===== config.mk =====
export PLATFORM = sky130hd
export DESIGN_NAME = tick_sequencer
export DESIGN_NICKNAME = d
export VERILOG_FILES = /design/src/rtl/tick_sequencer.sv
export SDC_FILE = /design/constraint.sdc
export NUM_CORES = 1
export LEC_CHECK = 0
export ABC_AREA = 1
export CAP_MARGIN = 20
export CORE_UTILIZATION = 57
export DETAILED_ROUTE_END_ITERATION = 10
export GPL_TIMING_DRIVEN = 0
export PLACE_DENSITY = 0.8
export RECOVER_POWER = 50
export SLEW_MARGIN = 20
export SYNTH_ARGS = -nofsm -noshare
export SYNTH_HDL_FRONTEND = slang
export SYNTH_SLANG_ARGS = --single-unit

===== constraint.sdc =====
create_clock -name i_clk -period 2.5 [get_ports i_clk]
set_input_delay 0.5 -clock i_clk [delete_from_list [all_inputs] [get_ports i_clk]]
set_output_delay 0.5 -clock i_clk [all_outputs]
set_load 0.1 [all_outputs]

===== src/rtl/tick_sequencer.sv =====
// Armable count-enable sequencer: waits for a control-path rising edge, then emits
// divisor-spaced ticks until the latched budget is spent.

package pipeline_types;
   typedef struct packed {
      logic rising;
   } control_path_t;
endpackage

module tick_sequencer #(
   parameter int unsigned DIV_W       = 16,
   parameter int unsigned CNT_W       = 8,
   parameter int unsigned ARM_TIMEOUT = 1024
) (
   input  logic                          i_clk,
   input  logic                          i_reset_n,
   input  pipeline_types::control_path_t i_control,
   input  logic                          i_start,
   input  logic                          i_abort,
   input  logic [DIV_W-1:0]              i_divisor,
   input  logic [CNT_W-1:0]              i_tick_budget,
   output logic                          o_tick,
   output logic                          o_busy,
   output logic                          o_done,
   output logic                          o_timeout,
   output logic [CNT_W-1:0]              o_tick_count
);

   localparam int unsigned TMR_W = $clog2(ARM_TIMEOUT + 1);

   typedef enum logic [1:0] {StIdle, StArm, StRun, StDone} state_e;

   state_e             state_q;
   logic [DIV_W-1:0]   div_q;
   logic [CNT_W-1:0]   budget_q;
   logic [DIV_W-1:0]   pre_q;
   logic [TMR_W-1:0]   timer_q;
   logic               timed_out_q;
   logic               tick_q;
   logic               busy_q;
   logic               done_q;
   logic               timeout_q;
   logic [CNT_W-1:0]   count_q;

   logic [DIV_W-1:0]   div_last;
   logic [CNT_W-1:0]   cnt_inc;
   logic               div_one;
   logic               arm_expired;

   assign div_last    = div_q - 1'b1;
   assign cnt_inc     = count_q + 1'b1;
   assign div_one     = (div_q == DIV_W'(1));
   assign arm_expired = (timer_q == TMR_W'(ARM_TIMEOUT - 1));

   // pre_q holds the phase position of the current cycle; a rising edge defines
   // position 0 in its own cycle, so the register is loaded with position 1.
   always_ff @(posedge i_clk) begin
      if (!i_reset_n) begin
         state_q     <= StIdle;
         div_q       <= '0;
         budget_q    <= '0;
         pre_q       <= '0;
         timer_q     <= '0;
         timed_out_q <= 1'b0;
         tick_q      <= 1'b0;
         busy_q      <= 1'b0;
         done_q      <= 1'b0;
         timeout_q   <= 1'b0;
         count_q     <= '0;
      end else begin
         tick_q <= 1'b0;
         done_q <= 1'b0;
         if (i_abort) begin
            state_q <= StIdle;
            busy_q  <= 1'b0;
         end else begin
            unique case (state_q)
               StIdle: begin
                  if (i_start) begin
                     div_q       <= (i_divisor == '0) ? DIV_W'(1) : i_divisor;
                     budget_q    <= i_tick_budget;
                     count_q     <= '0;
                     timeout_q   <= 1'b0;
                     timed_out_q <= 1'b0;
                     timer_q     <= '0;
                     busy_q      <= 1'b1;
                     state_q     <= StArm;
                  end
               end
               StArm: begin
                  timer_q <= timer_q + 1'b1;
                  if (i_control.rising) begin
                     if (budget_q == '0) begin
                        busy_q  <= 1'b0;
                        state_q <= StDone;
                     end else if (div_one) begin
                        pre_q   <= '0;
                        tick_q  <= 1'b1;
                        count_q <= cnt_inc;
                        if (cnt_inc == budget_q) begin
                           busy_q  <= 1'b0;
                           state_q <= StDone;
                        end else begin
                           state_q <= StRun;
                        end
                     end else begin
                        pre_q   <= DIV_W'(1);
                        state_q <= StRun;
                     end
                  end else if (arm_expired) begin
                     timed_out_q <= 1'b1;
                     busy_q      <= 1'b0;
                     state_q     <= StDone;
                  end
               end
               StRun: begin
                  if (i_control.rising) begin
                     pre_q <= div_one ? '0 : DIV_W'(1);
                  end else if (pre_q == div_last) begin
                     pre_q   <= '0;
                     tick_q  <= 1'b1;
                     count_q <= cnt_inc;
                     if (cnt_inc == budget_q) begin
                        busy_q  <= 1'b0;
                        state_q <= StDone;
                     end
                  end else begin
                     pre_q <= pre_q + 1'b1;
                  end
               end
               StDone: begin
                  done_q    <= 1'b1;
                  timeout_q <= timed_out_q;
                  state_q   <= StIdle;
               end
               default: state_q <= StIdle;
            endcase
         end
      end
   end

   assign o_tick       = tick_q;
   assign o_busy       = busy_q;
   assign o_done       = done_q;
   assign o_timeout    = timeout_q;
   assign o_tick_count = count_q;

endmodule


==> metrics.txt, run 1 <==
status=finished, final reports clean; Worst Hold Path EP=timer_q[10]$_SDFFE_PN0P_; CP Launch Type=flop; worst r2r path cells=8; Mapped Avg Cell Area=6.648 um2; share of post-route cells with drive strength above 1=8.702%; R2R Path Start=state_q[1]$_SDFFE_PP0P_; hold path start=timer_q[10]$_SDFFE_PN0P_; top routing layer in use=met4; DR vias=3999; r2r setup slk=0.25 ns; post-synthesis register bit count=66; CTS H-tree lvls=3; period utilization=97.92%; CTS root buf=clkbuf_8; router iterations before antenna repair=5; slowest stage delay, CP=1.17 ns; vias in the first global route=3706; Reg-to-Reg End=pre_q[12]$_SDFFE_PN0P_; DP HPWL=7224 um; top_reg_cell synth=dfxtp_1; Final setup viols=0; Bufs and invs on worst path=1; syn nets=636; gpl congestion=0.9224; Async SR Flop Fraction=0%; worst hold path cell count=2; RSZ-0062 raised after global routing=true; die area=0.007301 mm2; clock insertion delay at the later pin of the skew report=0.34 ns; measured slew at the worst slew-check pin=1.157 ns; Starting Density=58.74%; Core ar.=0.006756 mm2; Synth Area in Adders=3.153%; WL/cell=12.89 um; CTS buffer count=9; largest area contributor in the netlist=dfxtp_1; Synth area leaders=dfxtp_1, nand2_1, nor2_1; largest net degree at the start of global routing=12; # diodes=0; XOR/XNOR Fraction of Synth Area=5.296%; post-synthesis sequential area ratio=33.29%; Finished Cell Area=0.004696 mm2; Power Total=2.805 mW; count leader, synth=nand2_1; Peak supply drop=0.3617 mV; Vias/cell=5.441; DR iter-0 viols=222; Fin Clk Skew=0.01014 ns; Tot GR Track Use=27.81%; top cell type's share of synthesized area=33.29%; Net count, final=689; I/O pin cnt=41; cell row count=30; CP Max Fanout=7; Post-DP Area=0.004469 mm2; filler instances=592; Detail Route Antenna Nets=0; synth unique cells=39; antenna violations before repair=0; hold_buf cts=0; Slowest cell on crit path=clkdlybuf4s50_1; crit-path cells=clkdlybuf4s50_1; Mapped Area=0.003969 mm2; PnR worst setup slack=0.05195 ns; met2 routed WL=4451 um; Final Max Slew Viols=0; final hold violation count=0; HP Class=flop to flop; Synth-to-Final Area Change=18.32%; crit path DAT=1.95 ns; met3 WL=542 um; yosys warns=0; Die Wd=85.45 um; Reg clk slew, reported paths=0.07 ns; Clock Path Buffers=2; Relative slew margins=23.20%; Port Buf Inserts=40; met1 wire length=4399 um; pwr dens=597.3 mW/mm2; Hold Worst Slack=0.4719 ns; Compound-Gate Fraction of Synth Area=14.00%; Max Cap Viol=0; DRC viols=0; clock sinks=66; Cells after Synth=597; Place WS=-0.09060 ns; critical path required time=2.00 ns; leakage power=1.909 nW; CP top delay family=buffers and inverters; fmax=408.5 MHz; Die Ht=85.45 um; largest family of logic cells by synthesized area=simple AND/OR/NAND/NOR gates; CTS tree=built; critical path launch point=o_tick_count[4]$_SDFFE_PN0P_; Overflow after GRT=0; EDFF count, synth=0; first-pass GRT wire length=16220 um; final setup TNS=0 ns; final wirelength=9474 um; CP endpoint kind=output port; Synth Area in Simple Gates=35.81%; most instantiated cells after synthesis=nand2_1, nor2_1, inv_1; WS Path Type=flop to output port; min Tclk post-route=2.448 ns; post-synthesis mux area share=0%
## layer usage
metal	track usage, %	vias up
met4	7.273	0
met3	5.350	7
met2	48.07	103
li1	-	2049
met1	35.53	1840
met5	0	-
## cells by family after synthesis
| kind of cell | Yosys count |
|---|---|
| AND/OR/NAND/NOR | 312 |
| XOR/XNOR | 24 |
| AO/OA/AOI/OAI | 98 |
| flip-flops | 66 |
| adder cells (fa/ha/maj) | 10 |
| buffers and inverters | 87 |
## stage by stage
step                instances  util [%]
floorplan                 597         -
global placement          717     66.15
detailed placement        717     66.15
CTS                       733     69.19
global route              735     69.50
finish                    735     69.50
## repair_timing
item | in CTS | in global routing
setup endpoints to repair | 0 | 51
gates resized for setup | 0 | 13
buffers inserted | 0 | 1
## state kept, by name, indices dropped and copies added, names as in the netlist
| register | cells |
|---|---|
| timer_q | 11 |
| o_tick | 1 |
| state_q | 2 |
| budget_q | 8 |
| o_tick_count | 8 |
| o_timeout | 1 |
| o_done | 1 |
| timed_out_q | 1 |
| div_q | 16 |
| pre_q | 16 |
| o_busy | 1 |
## placed cells by master (no fill, tap or decap), drive strengths merged, types with 2 or more instances in the layout
cell	n
clkbuf	24
nand3	44
nor2	102
nand4	9
nor4	6
dlygate4sd3	4
xnor2	12
o21ai	42
inv	73
clkinv	2
a211oi	8
or2	2
a21oi	41
clkdlybuf4s50	34
nor3	11
xor2	12
dfxtp	66
ha	10
a31oi	4
clkinvlp	3
nand2	132
buf	3
nand3b	5
## where the power goes
group | switching (mW) | internal, mW
clock network | 0.410 | 0.514
logic | 0.462 | 0.249
registers | 0.0649 | 1.10
## how the worst max path moves through the flow
| stage | endpoint | slack, ns | cells past startpoint |
|---|---|---|---|
| after global placement | div_q[5]$_SDFFE_PN0P_ | -0.08 | 8 |
| after detailed placement | div_q[12]$_SDFFE_PN0P_ | -0.09 | 8 |
| final | o_tick_count[4] | 0.05 | 1 |
| after CTS | o_tick_count[3] | 0.001 | 1 |
| after global routing | timer_q[5]$_SDFFE_PN0P_ | -0.01 | 14 |
| after floorplan | state_q[1]$_SDFFE_PP0P_ | 0.06 | 12 |
## area by class of cell
type                       instances  area (um2)  share of cell area (%)
tap                               80       100.1                   2.132
buffer                            12       56.30                   1.199
multi-input combinational        445        2333                   49.69
sequential                        66        1323                   28.16
inverter                          75       282.8                   6.022
clock inverter                     4       50.05                   1.066
timing repair buffer              41       395.4                   8.420
clock buffer                      12       155.1                   3.304
Power figures use the tool's default switching activity.
==> run 2, diff against run 1 <==
- CORE_UTILIZATION: 57 -> 60
- PLACE_DENSITY: 0.8 -> 0.84
- clock period: 2.5 -> 3 ns (I/O delays scaled with it)
==> run 2 against run 1 <==
  * Sequential power is 17% lower
  * Flip-flop and latch count unchanged
  * Utilization rose by 3.5 points
  * Critical path type is now flop to flop
  * Global-route usage rose by 1.4 points
  * Clock skew fell by 0.0011 ns
  * Worst setup slack improved by 0.33 ns
  * Highest routed layer unchanged
  * Largest cell class unchanged
==> metrics.txt, run 2 (synthesis gave the netlist of run 1 again) <==
Synth-to-Final Area Change=16.74%; share of post-route cells with drive strength above 1=6.126% (-2.6 points); I/O pin cnt=41 (unchanged); DR iter-0 viols=306 (+38%); WS Path Type=flop to flop; Relative slew margins=34.39% (+11 points); CP Max Fanout=10 (+3); final hold violation count=0 (unchanged); CTS H-tree lvls=3 (unchanged); CP endpoint kind=flop; cell row count=29 (-3.3%); Peak supply drop=0.3887 mV (+7.5%); Starting Density=62.50% (+3.8 points); Final Max Slew Viols=0 (unchanged); gpl congestion=0.9091 (-1.4%); Port Buf Inserts=40 (unchanged); largest net degree at the start of global routing=12 (unchanged); min Tclk post-route=2.620 ns; Post-CTS Setup Bufs=0 (unchanged); Overflow after GRT=0 (unchanged); CTS tree=built; Fin Clk Skew=0.009037 ns (-0.001106 ns); clock insertion delay at the later pin of the skew report=0.34 ns (about the same); most frequent cells in the layout=nand2_1, nor2_1, inv_1; post_cts resized=0 (unchanged); final setup TNS=0 ns (unchanged); status=finished, final reports clean; DP HPWL=7378 um (+2.1%); antenna violations before repair=0 (unchanged); worst r2r path cells=15 (+7); measured slew at the worst slew-check pin=0.9811 ns (-0.1758 ns); Detail Route Antenna Nets=0 (unchanged); # diodes=0 (unchanged); clock sinks=66 (unchanged); Final setup viols=0 (unchanged); RSZ-0062 raised after global routing=false; Core ar.=0.006350 mm2 (-6.0%); Clock Path Buffers=2 (unchanged); final wirelength=9651 um (+1.9%); period utilization=87.34%; hold_buf cts=0 (unchanged); DR vias=4005 (+0.15%); fmax=381.7 MHz; CTS root buf=clkbuf_8; worst hold path cell count=2 (unchanged); Tot GR Track Use=29.23% (+1.4 points); WL/cell=13.22 um (+2.6%); leakage power=1.910 nW (about the same); Regs by FF count=div_q (16), pre_q (16), timer_q (11); leading cell type in the layout, fill and taps excluded=nand2_1; CP Launch Type=flop; Reg clk slew, reported paths=0.07 ns (about the same); Finished Cell Area=0.004633 mm2 (-1.3%); vias in the first global route=3807 (+2.7%); HP Class=flop to flop; crit path DAT=2.85 ns (+0.90 ns); DRC viols=0 (unchanged); critical path required time=3.23 ns (+1.23 ns); Max Cap Viol=0 (unchanged); router iterations before antenna repair=5 (unchanged); pwr dens=504.2 mW/mm2 (-16%); CTS buffer count=9 (unchanged); Vias/cell=5.486 (+0.84%); first-pass GRT wire length=16560 um (+2.1%); Die Wd=83.33 um (-2.5%); Net count, final=687 (-0.29%); Die Ht=83.33 um (-2.5%); die area=0.006944 mm2 (-4.9%); Post-DP Area=0.004466 mm2 (about the same)
[run 2: cell count changes in the layout (fill, tap and decap cells not counted), sizes merged]
cell           previous run  this run
buf                       3         2
clkbuf                   24        22
clkdlybuf4s50            34        32
clkinv                    2         3
clkinvlp                  3         2
dlygate4sd3               4         8
o21ai                    42        41
[run 2: through the flow]
step                setup WS (ns)  utilization, %  cells  total power [mW]  hold WS [ns]
global placement           0.3281           70.33    714             1.562        0.4489
CTS                        0.3988           73.56    730             2.349        0.4746
finish                     0.3798           72.97    730             2.336        0.4712
floorplan                  0.5613               -    597             1.423        0.4376
detailed placement         0.2746           70.33    714             1.580        0.4640
global route               0.1489           72.97    730             2.449        0.4990
[run 2: worst max-delay path, cell delays in order (launching register included)]
cell	delay [ns]
dfxtp_1	0.42
inv_1	0.19
ha_1	0.31
nand2_4	0.14
nand3_1	0.08
nand2_1	0.07
nand2_1	0.04
nor2_1	0.11
nand2_1	0.07
nor2_1	0.13
nand3_2	0.10
nand2_1	0.22
nand2_1	0.20
buf_6	0.19
o21ai_0	0.19
a21oi_2	0.04
[run 2: power by group]
group,total [mW],switching (mW),internal (mW),leakage [nW]
sequential,0.974,0.0536,0.921,0.538
clock,0.771,0.343,0.428,0.0986
combinational,0.591,0.389,0.202,1.27
total,2.34,0.785,1.55,1.91
[run 2: final timing paths]
| kind | from | end | slack (ns) |
|---|---|---|---|
| min | timer_q[5]$_SDFFE_PN0P_ | timer_q[5]$_SDFFE_PN0P_ | 0.47 |
| min reg2reg | timer_q[5]$_SDFFE_PN0P_ | timer_q[5]$_SDFFE_PN0P_ | 0.47 |
| max reg2reg | div_q[0]$_SDFFE_PN0P_ | o_tick_count[7]$_SDFFE_PN0P_ | 0.38 |
| max | div_q[0]$_SDFFE_PN0P_ | o_tick_count[7]$_SDFFE_PN0P_ | 0.38 |
[run 2: area by class of cell]
| cell class | instances | area, um2 |
|---|---|---|
| Multi-Input combinational cell | 444 | 2275 |
| Fill cell | 535 | 1717 |
| Buffer | 12 | 53.80 |
| Inverter | 75 | 281.5 |
| Sequential cell | 66 | 1321 |
| Timing Repair Buffer | 40 | 400.4 |
| Tap cell | 77 | 96.34 |
| Clock buffer | 12 | 155.1 |
| Clock inverter | 4 | 50.05 |
[run 2: per-layer routing]
metal	up-vias	GRT usage (%)	wire, um
met3	13	4.672	522
met4	0	8.621	127
li1	2040	-	-
met2	122	50.60	4607
met1	1830	37.38	4395
met5	-	0	0
==> run 3, diff against run 2 <==
- RECOVER_POWER: 50 -> 25
- SKIP_LAST_GASP: not set -> 1
==> run 3 against run 2 <==
  * Worst hold slack better by 0.00064 ns
  * Die area is the same
  * First-iteration DRC count down 2.9%
  * Critical path depth stayed put
  * Utilization grew 0.35 points
  * Register-to-register slack lost 0.02 ns
  * Sequential power hardly changed
  * Critical endpoint is now o_tick_count[1]$_SDFFE_PN0P_
  * Largest cell class unchanged
  * Non-clock buffer count is the same
  * Combinational power up 0.8%
==> metrics.txt, run 3 (synthesis gave the netlist of run 1 again) <==
status=finished, final reports clean; min Tclk post-route=2.637 ns (+0.01646 ns); DP HPWL=7378 um (unchanged); Clock Path Buffers=2 (unchanged); Overflow after GRT=0 (unchanged); Die Wd=83.33 um (unchanged); Fin Clk Skew=0.009348 ns (+0.0003112 ns); slowest stage delay, CP=0.43 ns (about the same); critical path required time=3.21 ns (-0.02 ns); Detail Route Antenna Nets=0 (unchanged); Peak supply drop=0.3889 mV (about the same); Vias/cell=5.468 (-0.32%); PnR worst setup slack=0.3634 ns (-0.01646 ns); CP top delay family=simple AND/OR/NAND/NOR gates; # diodes=0 (unchanged); final hold violation count=0 (unchanged); CP Launch Type=flop; Final Max Slew Viols=0 (unchanged); CP Max Fanout=10 (unchanged); hold_buf cts=0 (unchanged); vias in the first global route=3807 (unchanged); gpl congestion=0.9091 (unchanged); RSZ-0062 raised after global routing=false; Max Cap Viol=0 (unchanged); HP Class=flop to flop; CP endpoint kind=flop; fmax=379.3 MHz (-0.62%); antenna violations before repair=0 (unchanged); CTS H-tree lvls=3 (unchanged); Slowest cell on crit path=dfxtp_1; Hold Worst Slack=0.4718 ns (+0.0006370 ns); Net count, final=687 (unchanged); Starting Density=62.50% (unchanged); Core ar.=0.006350 mm2 (unchanged); DR iter-0 viols=297 (-2.9%); largest net degree at the start of global routing=12 (unchanged); flip-flop and latch area=0.001321 mm2 (unchanged); clock insertion delay at the later pin of the skew report=0.34 ns (about the same); WL/cell=13.23 um (about the same); I/O pin cnt=41 (unchanged); crit-path cells=inv_1 -> ha_1 -> nand2_4 -> nand3_1 -> nand2_1 -> nand2_1 -> nor2_1 -> nand2_1 -> nor2_1 -> nand3_2 -> nand2_1 -> nand2_1 -> buf_6 -> a21oi_2 -> nor3_1; first-pass GRT wire length=16560 um (unchanged); router iterations before antenna repair=5 (unchanged); Reg clk slew, reported paths=0.07 ns (about the same); DR vias=3992 (-0.32%); Post-DP Area=0.004466 mm2 (unchanged); final setup TNS=0 ns (unchanged); die area=0.006944 mm2 (unchanged); Port Buf Inserts=40 (unchanged); crit path DAT=2.84 ns (about the same); Finished Cell Area=0.004656 mm2 (+0.49%); Post-CTS Setup Bufs=0 (unchanged); filler instances=532 (-0.56%); Multi-input gate area=0.002297 mm2 (+0.99%); Place WS=0.2746 ns (unchanged); Final setup viols=0 (unchanged); pwr dens=502.2 mW/mm2 (-0.39%); leading cell type in the layout, fill and taps excluded=nand2_1; CTS tree=built; Synth-to-Final Area Change=17.31%; most frequent cells in the layout=nand2_1, nor2_1, inv_1; Die Ht=83.33 um (unchanged); WS Path Type=flop to flop; period utilization=87.89% (+0.55 points); Relative slew margins=34.43% (+0.043 points); measured slew at the worst slew-check pin=0.9805 ns (-0.0006454 ns); post_cts resized=0 (unchanged); CTS buffer count=9 (unchanged); cell row count=29 (unchanged); Tot GR Track Use=29.23% (unchanged); CTS root buf=clkbuf_8; share of post-route cells with drive strength above 1=6.891% (+0.77 points); final wirelength=9660 um (about the same); Bufs and invs on worst path=2 (unchanged); clock sinks=66 (unchanged); cell mode on critical path=nand2_1; DRC viols=0 (unchanged); Regs by FF count=div_q (16), pre_q (16), timer_q (11); leakage power=1.900 nW (-0.49%); Power Total=2.338 mW (about the same)
-- run 3: changes by cell type in the layout (fill, tap and decap cells not counted), moves of 2 or more --
| cell | before | now |
|---|---|---|
| dlygate4sd3_1 | 8 | 4 |
| clkdlybuf4s50_1 | 32 | 36 |
| nor2_1 | 96 | 94 |
| o21ai_0 | 39 | 37 |
-- run 3: worst paths after layout --
check                                        startpoint                      endpoint  slack, ns  cells past startpoint
worst max-delay path              div_q[0]$_SDFFE_PN0P_  o_tick_count[1]$_SDFFE_PN0P_       0.36                     15
worst min-delay path            timer_q[5]$_SDFFE_PN0P_       timer_q[5]$_SDFFE_PN0P_       0.47                      2
worst max register to register    div_q[0]$_SDFFE_PN0P_  o_tick_count[1]$_SDFFE_PN0P_       0.36                     15
worst min register to register  timer_q[5]$_SDFFE_PN0P_       timer_q[5]$_SDFFE_PN0P_       0.47                      2
-- run 3: routing by layer --
metal  GRT usage, %  vias up  part of all wire, %  wire length, um
met5              0        -                    0                0
met4          8.621        0                  1.2              116
met3          4.672       10                  5.5              529
met2          50.60      108                   48             4645
met1          37.38     1826                   45             4368
li1               -     2048                    -                -
-- run 3: tightest hold or removal path, cell delays in order, from the launching register on --
cell	delay, ns
dfxtp_1	0.30
inv_1	0.07
a21oi_1	0.06
-- run 3: cell type report --
| type | count | area share [%] |
|---|---|---|
| buffer | 12 | 1.156 |
| clock buffer | 12 | 3.332 |
| clock inverter | 4 | 1.075 |
| inverter | 75 | 6.047 |
| multi-input combinational | 444 | 49.34 |
| sequential | 66 | 28.38 |
| tap | 77 | 2.069 |
| timing repair buffer | 40 | 8.600 |
-- run 3: through the flow --
step | util, % | std cells
after floorplan | - | 597
after global placement | 70.33 | 714
after detailed placement | 70.33 | 714
after CTS | 73.56 | 730
after global routing | 73.32 | 730
final | 73.32 | 730
-- run 3: where the power goes --
group	internal (mW)	total (mW)	switching (mW)
clock	0.428	0.768	0.339
combinational	0.206	0.596	0.390
sequential	0.921	0.974	0.0538
